## config.mk

```make
export PLATFORM = sky130hd
export DESIGN_NAME = ad9833_rx_decoder
export DESIGN_NICKNAME = d
export VERILOG_FILES = /design/src/rtl/ad9833_pkg.sv /design/src/rtl/ad9833_pin_sync.sv /design/src/rtl/ad9833_rx_decoder.sv
export SDC_FILE = /design/constraint.sdc
export NUM_CORES = 1
export LEC_CHECK = 0
export ABC_AREA = 0
export BUFFER_PORTS_ARGS = -buffer_cell sky130_fd_sc_hd__buf_2
export CORE_MARGIN = 1.5
export CORE_UTILIZATION = 43
export CTS_CLUSTER_SIZE = 28
export DETAILED_ROUTE_END_ITERATION = 12
export SYNTH_ARGS = -nofsm -noshare
export SYNTH_HDL_FRONTEND = slang
export SYNTH_SLANG_ARGS = --single-unit
```

## constraint.sdc

```tcl
create_clock -name i_clk -period 2.6 [get_ports i_clk]
set_input_delay 0.26 -clock i_clk [delete_from_list [all_inputs] [get_ports i_clk]]
set_output_delay 0.26 -clock i_clk [all_outputs]
set_load 0.02 [all_outputs]
```

## src/rtl/ad9833_pkg.sv

```systemverilog
// Shared constants and types for the AD9833 receive-side decoder.
// Address map, control bit positions, FSM encoding and shadow register file.
package ad9833_pkg;

    localparam logic [1:0] ADDR_CTRL  = 2'b00;
    localparam logic [1:0] ADDR_FREQ0 = 2'b01;
    localparam logic [1:0] ADDR_FREQ1 = 2'b10;
    localparam logic [1:0] ADDR_PHASE = 2'b11;

    localparam int B28     = 13;
    localparam int HLB     = 12;
    localparam int FSELECT = 11;
    localparam int PSELECT = 10;
    localparam int RESET   = 8;

    localparam logic [1:0] ST_WAIT_IDLE = 2'd0;
    localparam logic [1:0] ST_IDLE      = 2'd1;
    localparam logic [1:0] ST_SHIFT     = 2'd2;
    localparam logic [1:0] ST_DONE      = 2'd3;

    typedef struct packed {
        logic [13:0] control;
        logic [27:0] freq0;
        logic [27:0] freq1;
        logic [11:0] phase0;
        logic [11:0] phase1;
    } ad9833_regs_t;

endpackage

```

## src/rtl/ad9833_pin_sync.sv

```systemverilog
// Multi-flop synchroniser for one asynchronous pin.
// A history flop behind the chain yields registered-level fall/rise strobes.
module ad9833_pin_sync #(
    parameter int   SYNC_STAGES = 2,
    parameter logic RESET_VAL   = 1'b1
) (
    input  logic i_clk,
    input  logic i_rst_n,
    input  logic i_pin,
    output logic o_level,
    output logic o_fall,
    output logic o_rise
);

    logic [SYNC_STAGES-1:0] chain_q;
    logic [SYNC_STAGES-1:0] chain_d;
    logic                   hist_q;
    logic                   hist_d;

    always_comb begin
        chain_d = {chain_q[SYNC_STAGES-2:0], i_pin};
        hist_d  = chain_q[SYNC_STAGES-1];
    end

    always_ff @(posedge i_clk or negedge i_rst_n) begin
        if (!i_rst_n) begin
            chain_q <= {SYNC_STAGES{RESET_VAL}};
            hist_q  <= RESET_VAL;
        end else begin
            chain_q <= chain_d;
            hist_q  <= hist_d;
        end
    end

    assign o_level = chain_q[SYNC_STAGES-1];
    assign o_fall  = hist_q & ~o_level;
    assign o_rise  = ~hist_q & o_level;

endmodule

```

## src/rtl/ad9833_rx_decoder.sv

```systemverilog
// AD9833 three-wire write monitor: deserialises fsync/sclk/sdata frames
// and mirrors them into a shadow control/frequency/phase register file.
module ad9833_rx_decoder
    import ad9833_pkg::*;
#(
    parameter int SYNC_STAGES = 2,
    parameter int WORD_BITS   = 16
) (
    input  logic        i_clk,
    input  logic        i_rst_n,
    input  logic        i_fsync,
    input  logic        i_sclk,
    input  logic        i_sdata,
    output logic [15:0] o_word,
    output logic        o_word_valid,
    output logic [13:0] o_control,
    output logic [27:0] o_freq0,
    output logic [27:0] o_freq1,
    output logic [11:0] o_phase0,
    output logic [11:0] o_phase1,
    output logic        o_freq_update,
    output logic        o_frame_err
);

    localparam logic [4:0] WORD_CNT   = 5'(WORD_BITS);
    localparam logic [7:0] SETTLE_CNT = 8'(SYNC_STAGES + 1);

    logic fsync_lvl;
    logic fsync_fall_unused;
    logic fsync_rise_unused;
    logic sclk_lvl_unused;
    logic sclk_fall;
    logic sclk_rise_unused;
    logic sdata_lvl;
    logic sdata_fall_unused;
    logic sdata_rise_unused;

    ad9833_pin_sync #(
        .SYNC_STAGES(SYNC_STAGES),
        .RESET_VAL  (1'b1)
    ) u_sync_fsync (
        .i_clk  (i_clk),
        .i_rst_n(i_rst_n),
        .i_pin  (i_fsync),
        .o_level(fsync_lvl),
        .o_fall (fsync_fall_unused),
        .o_rise (fsync_rise_unused)
    );

    ad9833_pin_sync #(
        .SYNC_STAGES(SYNC_STAGES),
        .RESET_VAL  (1'b1)
    ) u_sync_sclk (
        .i_clk  (i_clk),
        .i_rst_n(i_rst_n),
        .i_pin  (i_sclk),
        .o_level(sclk_lvl_unused),
        .o_fall (sclk_fall),
        .o_rise (sclk_rise_unused)
    );

    ad9833_pin_sync #(
        .SYNC_STAGES(SYNC_STAGES),
        .RESET_VAL  (1'b0)
    ) u_sync_sdata (
        .i_clk  (i_clk),
        .i_rst_n(i_rst_n),
        .i_pin  (i_sdata),
        .o_level(sdata_lvl),
        .o_fall (sdata_fall_unused),
        .o_rise (sdata_rise_unused)
    );

    logic [1:0]   state_q,       state_d;
    logic [4:0]   cnt_q,         cnt_d;
    logic [7:0]   settle_q,      settle_d;
    logic [15:0]  sr_q,          sr_d;
    logic [15:0]  word_q,        word_d;
    logic         word_valid_q,  word_valid_d;
    logic         freq_update_q, freq_update_d;
    logic         frame_err_q,   frame_err_d;
    ad9833_regs_t regs_q,        regs_d;
    logic [13:0]  lsb_q,         lsb_d;
    logic         pend_q,        pend_d;
    logic         pend_sel_q,    pend_sel_d;

    logic         commit;
    logic [1:0]   addr;
    logic [13:0]  data;
    logic         fsel;
    logic [27:0]  fbase;
    logic [27:0]  fval;
    logic         fwrite;

    always_comb begin
        state_d       = state_q;
        cnt_d         = cnt_q;
        settle_d      = settle_q;
        sr_d          = sr_q;
        word_d        = word_q;
        word_valid_d  = 1'b0;
        freq_update_d = 1'b0;
        frame_err_d   = 1'b0;
        regs_d        = regs_q;
        lsb_d         = lsb_q;
        pend_d        = pend_q;
        pend_sel_d    = pend_sel_q;
        commit        = 1'b0;
        addr          = sr_q[15:14];
        data          = sr_q[13:0];
        fsel          = (sr_q[15:14] == ADDR_FREQ1);
        fbase         = fsel ? regs_q.freq1 : regs_q.freq0;
        fval          = fbase;
        fwrite        = 1'b0;

        unique case (state_q)
            // The synchroniser presets read as idle-high, so hold off
            // until the chain reflects the real pin before trusting fsync.
            ST_WAIT_IDLE: begin
                if (settle_q != SETTLE_CNT) begin
                    settle_d = settle_q + 8'd1;
                end else if (fsync_lvl) begin
                    state_d = ST_IDLE;
                end
            end
            ST_IDLE: begin
                if (!fsync_lvl) begin
                    cnt_d   = 5'd0;
                    state_d = ST_SHIFT;
                end
            end
            ST_SHIFT: begin
                if (cnt_q == WORD_CNT) begin
                    word_d       = sr_q;
                    word_valid_d = 1'b1;
                    commit       = 1'b1;
                    state_d      = ST_DONE;
                end else if (fsync_lvl) begin
                    frame_err_d = (cnt_q != 5'd0);
                    state_d     = ST_IDLE;
                end else if (sclk_fall) begin
                    sr_d  = {sr_q[14:0], sdata_lvl};
                    cnt_d = cnt_q + 5'd1;
                end
            end
            ST_DONE: begin
                if (fsync_lvl) begin
                    state_d = ST_IDLE;
                end
            end
            default: begin
                state_d = ST_WAIT_IDLE;
            end
        endcase

        if (commit) begin
            unique case (1'b1)
                addr == ADDR_CTRL: begin
                    regs_d.control = data;
                    pend_d         = 1'b0;
                end
                addr == ADDR_PHASE: begin
                    if (data[13]) begin
                        regs_d.phase1 = data[11:0];
                    end else begin
                        regs_d.phase0 = data[11:0];
                    end
                end
                addr != ADDR_CTRL && addr != ADDR_PHASE
                    && regs_q.control[B28]: begin
                    if (pend_q && pend_sel_q == fsel) begin
                        fval   = {data, lsb_q};
                        fwrite = 1'b1;
                        pend_d = 1'b0;
                    end else begin
                        lsb_d      = data;
                        pend_d     = 1'b1;
                        pend_sel_d = fsel;
                    end
                end
                addr != ADDR_CTRL && addr != ADDR_PHASE
                    && !regs_q.control[B28]: begin
                    if (regs_q.control[HLB]) begin
                        fval = {data, fbase[13:0]};
                    end else begin
                        fval = {fbase[27:14], data};
                    end
                    fwrite = 1'b1;
                end
            endcase
        end

        if (fwrite) begin
            freq_update_d = 1'b1;
            if (fsel) begin
                regs_d.freq1 = fval;
            end else begin
                regs_d.freq0 = fval;
            end
        end
    end

    always_ff @(posedge i_clk or negedge i_rst_n) begin
        if (!i_rst_n) begin
            state_q       <= ST_WAIT_IDLE;
            cnt_q         <= '0;
            settle_q      <= '0;
            sr_q          <= '0;
            word_q        <= '0;
            word_valid_q  <= 1'b0;
            freq_update_q <= 1'b0;
            frame_err_q   <= 1'b0;
            regs_q        <= '0;
            lsb_q         <= '0;
            pend_q        <= 1'b0;
            pend_sel_q    <= 1'b0;
        end else begin
            state_q       <= state_d;
            cnt_q         <= cnt_d;
            settle_q      <= settle_d;
            sr_q          <= sr_d;
            word_q        <= word_d;
            word_valid_q  <= word_valid_d;
            freq_update_q <= freq_update_d;
            frame_err_q   <= frame_err_d;
            regs_q        <= regs_d;
            lsb_q         <= lsb_d;
            pend_q        <= pend_d;
            pend_sel_q    <= pend_sel_d;
        end
    end

    assign o_word        = word_q;
    assign o_word_valid  = word_valid_q;
    assign o_control     = regs_q.control;
    assign o_freq0       = regs_q.freq0;
    assign o_freq1       = regs_q.freq1;
    assign o_phase0      = regs_q.phase0;
    assign o_phase1      = regs_q.phase1;
    assign o_freq_update = freq_update_q;
    assign o_frame_err   = frame_err_q;

endmodule

```

==> results.md, run 1 <==
- Top Usage Layer GRT: met2
- 1st-iter DRT viols: approximately 340
- Slew Limit Fails: 0
- Fin Hold WS: -50.0 ps
- Htree depth: 4
- Final setup viols: 0
- PwrDens: 689 nW/µm²
- Filler cells: 1337
- HPWL Detailed: 10.1 mm
- Arrival @ worst endpoint: roughly 2800 ps
- Share of cells above drive strength 1: roughly two fifths
- Met2 usage: around 29%
- Via count: ~4400
- Static leakage: ~4.5 nW
- Synth Flop Type: dfrtp_1
- DIE HEIGHT: around 130 µm
- Most Frequent Cell on Critical Path: a22o_1
- Worst Hold Class: in -> async
- I/O Buffers: ~120
- Sequential area share after synthesis: between 60% and 70%
- Final min period: between 2000 and 2500 ps
- Routed len/inst: 18.4 µm
- CTS Buffer Depth: 2
- Io pins: between 100 and 150
- 1st-pass router iterations: 5
- Grt met3 use: under 10%
- Post-synth cell types: 56
- Synth Instances: just over 500
- First-pass GRT wire length: between 20 and 25 mm
- Area share of the largest cell type after synthesis: about 59%
- Die width: 129 µm
- DRC: 0
- Placement Cell Area: 7600 µm²
- Period utilization: between 90 and 100%
- Fin Clk Skew: around 8.5 ps
- Ant diodes: 0
- Buf/Inv on CP: 1
- Met1 Use GR: a little over a quarter
- Failing checks: negative hold slack
- Syn. warnings: 0
- Sum Neg Setup Slack: 0 ps
- Syn_nets: just over 500
- Crit Path Max Fanout: 15
- Highest clock rate: 413 MHz
- Final net count: 630
- Gp weighted congestion: roughly 0.8
- Register area: 4190 µm²
- Initial antenna violation count: 0
- Critical Path RT: 2960 ps
- Setup bufs post-CTS: 0
- CTS buffer count: 17
- GRT overflow: 0
- Design area: 8250 µm²
- Run status: finished with violations
- Max stage delay on crit path: approximately 900 ps
- Highest-delay cell along the critical path: nor2_1
- Startpoint Class: flop
- Synthesized area per cell: around 14 µm²
- CTS tree: yes
- Largest delay contributor family on the critical path: simple AND/OR/NAND/NOR gates
- Post-route ant nets: 0
- Clk slew on worst S/H paths: approximately 60 ps
- Largest net degree at the start of global routing: approximately 170
- Worst setup EP type: flop
- Commonest cells in the netlist: dfrtp_1 (162), nand2_1 (63), mux2_2 (49)
- Utilization after layout: between 50% and 60%
- #FFs+latches synth: approximately 170
- Drt total wl: ~15 mm
- Peak VDD IR: 0.000431 V
- Core area: between 15000 and 20000 µm²
- Synth top area cells: dfrtp_1 (59%), mux2_2 (8.1%), a22o_1 (5.4%), mux2_4 (4.4%), nand2_1 (3.5%)
- Crit Path Category: reg -> reg
- FP Rows: 45
- Total power: roughly 0.0057 W
- RSZ-0062 raised after global routing: no
- GRT Resource Usage Total: about 20%
- Final Hold Fails: 31
- Worst skew pair latency: between 400 and 500 ps
- Most frequent cell after synthesis: dfrtp_1
- Vias per cell: 5.27
- Max-Slew Margin vs Limit: 21.6%
- Area of the multi-input gates: roughly 2400 µm²
- Initial Util: between 40 and 50%
- Post-synth top area cell: dfrtp_1
- Max_cap viols: 0
- P&R area growth vs syn: 20.5%
- Die area: about 17000 µm²
- CTS root buf: clkbuf_16
- CP Cell Sequence: inv_1 > ha_1 > nand3_1 > nor2_1 > a22o_1 > a22o_1
- Post-synth ARST share: 100%
- Vias in the first global route: between 4000 and 5000
- Slew of the pin with the lowest slew margin: 1170 ps
- Post-synth EDFFs: 0
- Clock Sinks: roughly 170
- Post-Syn Area: 6850 µm²
worst register-to-register path, cell delays in order, from the launching register on:
cell and delay [ps]:
dfrtp_1 370, inv_1 80, ha_1 460, nand3_1 110
nor2_1 900, a22o_1 290, a22o_1 160
layer usage:
layer | vias up | wire (µm)
met2 | 121 | 6890
met3 | 20 | 915
met4 | 0 | 314
met1 | 2280 | 7320
li1 | 2004 | -
met5 | - | 0
state kept, by name, summed over array words and instances, names as in the netlist, 12 cells and up:
register   count
lsb_q         14
o_control     14
o_freq0       28
o_freq1       28
o_phase0      12
o_phase1      12
o_word        16
sr_q          16
final cells by class:
type / count / share of cell area, %
well taps: 211 / 3.20
clock inverters: 9 / 1.68
repair buffers: 128 / 8.42
multi-input cells: 292 / 29.6
inverters: 10 / 0.470
clock buffers: 22 / 5.87
flip-flops and latches: 167 / 50.7
kinds of logic after synthesis:
family          Yosys count  share of synthesized area [%]
flops                   167                           61.1
simple gates            108                           8.20
compound gates           85                           10.3
mux                      81                           14.4
buf+inv                  45                           3.20
xor+xnor                  9                           1.15
fa+ha+maj                 9                           1.64
metrics by stage:
| step | cells | setup WS (ps) |
|---|---|---|
| CTS | 839 | 207 |
| detailed placement | 805 | 230 |
| global route | 839 | 56.2 |
| floorplan | 504 | 704 |
| global placement | 805 | 289 |
| finish | 839 | 176 |
layout by cell type, fill, tap and decap left out, types with 3 or more instances in the layout:
cell type,n
buf_4,7
ha_1,9
clkinv_4,3
nand3_1,8
dfstp_2,5
mux2_1,12
a21oi_1,3
nand2b_1,6
nand2_1,63
a22o_1,42
mux2_2,49
clkbuf_8,4
inv_1,9
dfrtp_1,162
nor2b_1,4
bufinv_16,3
xnor2_1,7
nand4_1,3
mux2_4,20
o21ai_0,9
nor2_1,6
buf_2,116
dlygate4sd3_1,3
nor2_2,3
clkbuf_16,17
o22a_1,13
timing repair:
| item | 4_1_cts | 5_1_grt |
|---|---|---|
| setup endpoints to repair | 0 | 14 |
| gates resized for setup | 0 | 1 |
| endpoints found under the hold margin | 3 | 0 |
| hold buffers | 3 | 0 |
power breakdown:
group | switching, W | internal, W
Sequential | 0.0000859 | 0.00264
Clock | 0.00101 | 0.00162
Combinational | 0.000197 | 0.000129
Total | 0.00130 | 0.00439
worst paths after layout:
| kind | from | endpoint | slack (ps) | cells after the start |
|---|---|---|---|---|
| min | i_rst_n | settle_q[2]$_DFFE_PN0P_ | -50 | 2 |
| max | sr_q[14]$_DFFE_PN0P_ | o_freq1[1]$_DFFE_PN0P_ | 180 | 6 |
| max reg2reg | sr_q[14]$_DFFE_PN0P_ | o_freq1[1]$_DFFE_PN0P_ | 180 | 6 |
| max in group asynchronous | i_rst_n | o_freq0[9]$_DFFE_PN0P_ | 1970 | 2 |
| min reg2reg | u_sync_sclk.chain_q[0]$_DFF_PN1_ | u_sync_sclk.chain_q[1]$_DFF_PN1_ | 350 | 0 |
| min in group i_clk | u_sync_sclk.chain_q[0]$_DFF_PN1_ | u_sync_sclk.chain_q[1]$_DFF_PN1_ | 350 | 0 |
(Power assumes the default switching activity.)
==> run 2: changes to the inputs <==
- CORE_UTILIZATION: 43 -> 51
- PLACE_DENSITY: not set -> 0.85
==> results.md, run 2 (synthesis gave the netlist of run 1 again) <==
- Drt total wl: between 15 and 20 mm
- CTS root buf: clkbuf_16
- Most frequent cells in the layout: dfrtp_1 (162), buf_2 (116), nand2_1 (63), mux2_2 (49), a22o_1 (42)
- Share of cells above drive strength 1: between 30% and 40%
- RSZ-0062 raised after global routing: no
- Slew Limit Fails: 0
- Critical Path RT: about 2900 ps
- Run status: completed
- I/O Buffers: 117
- Routed len/inst: approximately 19 µm
- Commonest non-fill, non-tap cell in the layout: dfrtp_1
- DRC: 0
- Ant diodes: 0
- Highest clock rate: about 430 MHz
- P&R area growth vs syn: 19.1%
- Htree depth: 4
- Die area: 14100 µm²
- Final min period: 2350 ps
- CTS buffer count: 17
- Static leakage: roughly 4.5 nW
- Die width: 119 µm
- Period utilization: ~90%
- Fin Hold WS: about 350 ps
- Worst skew pair latency: approximately 420 ps
- Max stage delay on crit path: ~800 ps
- Gp weighted congestion: approximately 0.9
- Crit Path Max Fanout: 15
- Slew of the pin with the lowest slew margin: 1040 ps
- Max-Slew Margin vs Limit: between 30% and 40%
- Crit Path Category: reg -> reg
- Worst setup EP type: flop
- CTS Buffer Depth: 2
- Clk slew on worst S/H paths: 60 ps
- Vias per cell: about 5.6
- Initial Util: between 50% and 60%
- 1st-pass router iterations: 7
- Worst Hold Class: reg -> reg
- 1st-iter DRT viols: around 370
- Peak VDD IR: between 0.0004 and 0.0005 V
- Post-route ant nets: 0
- Sum Neg Setup Slack: 0 ps
- Max_cap viols: 0
- Final Hold Fails: 0
- Startpoint Class: flop
- CTS tree: yes
- First-pass GRT wire length: around 25 mm
- Via count: about 4500
- Clock Sinks: between 150 and 200
- Final net count: 630
- Arrival @ worst endpoint: approximately 2700 ps
- Fin Clk Skew: 13.7 ps
- GRT Resource Usage Total: between 20% and 30%
- Highest-delay cell along the critical path: nor2_1
- PwrDens: 661 nW/µm²
- HPWL Detailed: around 10 mm
- Vias in the first global route: about 4500
- Largest net degree at the start of global routing: 85
- Final setup viols: 0
- DIE HEIGHT: around 120 µm
- Initial antenna violation count: 0
- GRT overflow: 0
- CP Cell Sequence: inv_1 > ha_1 > nand3_1 > nor2_1 > o21bai_1 > o22ai_1
- FP Rows: 42
- Io pins: ~120
- Core area: ~13000 µm²
## run 2: changes by cell type in the layout (fill, tap and decap cells not counted), sizes merged
cell / change
buf: -1
bufinv: -2
clkbuf: +3
clkinv: -2
clkinvlp: +3
dlygate4sd3: +1
inv: -1
## run 2: where the power goes
group	leakage [nW]	internal [W]	total (W)	switching (W)
clock	0.258	0.00137	0.00233	0.000963
sequential	2.30	0.00265	0.00273	0.0000838
combinational	1.90	0.000128	0.000327	0.000199
total	4.46	0.00415	0.00539	0.00125
## run 2: final cells by class
| class | instances | area [µm²] |
|---|---|---|
| multi-input combinational | 292 | 2450 |
| clock buffer | 25 | 475 |
| sequential | 167 | 4190 |
| fill | 999 | 5030 |
| inverter | 10 | 38.8 |
| tap | 176 | 220 |
| timing repair buffer | 128 | 709 |
| clock inverter | 7 | 75.1 |
## run 2: final timing paths
path / startpoint / end / slack, ps / cells past startpoint
max: sr_q[15]$_DFFE_PN0P_ / o_freq1[27]$_DFFE_PN0P_ / 250 / 6
min: u_sync_sdata.chain_q[0]$_DFF_PN0_ / u_sync_sdata.chain_q[1]$_DFF_PN0_ / 350 / 0
max reg2reg: sr_q[15]$_DFFE_PN0P_ / o_freq1[27]$_DFFE_PN0P_ / 250 / 6
min reg2reg: u_sync_sdata.chain_q[0]$_DFF_PN0_ / u_sync_sdata.chain_q[1]$_DFF_PN0_ / 350 / 0
max in group asynchronous: i_rst_n / u_sync_fsync.chain_q[1]$_DFF_PN1_ / 1370 / 3
min in group asynchronous: i_rst_n / o_freq0[7]$_DFFE_PN0P_ / 470 / 2
## run 2: routing by layer
metal	wire length [µm]	global-route usage (%)
met2	7620	36.6
met5	0	0
met1	6790	30.7
met3	815	5.70
met4	199	7.15
## run 2: metrics by stage
stage                     area, µm²  cells  utilization, %  setup WS (ps)  total power, W
after floorplan                6850    504               -            704         0.00296
after global placement         7560    769            57.3            383         0.00307
after detailed placement       7560    769            57.3            212         0.00310
after CTS                      8150    805            61.8            205         0.00543
after global routing           8160    805            61.8           38.2         0.00557
final                          8160    805            61.8            254         0.00539
## run 2: critical path: cells and delay by family, from the launching register on
family / cells / cell delay [ps]
simple gates: 2 / 920
compound gates: 2 / 430
buf+inv: 1 / 80
fa+ha+maj: 1 / 440
flops: 1 / 390
## run 2: what timing repair did
item	4_1_cts	5_1_grt
gates resized for setup	0	1
endpoints found under the setup margin	0	14
setup buffers	0	0
hold buffers	4	0
hold endpoints to repair	85	0
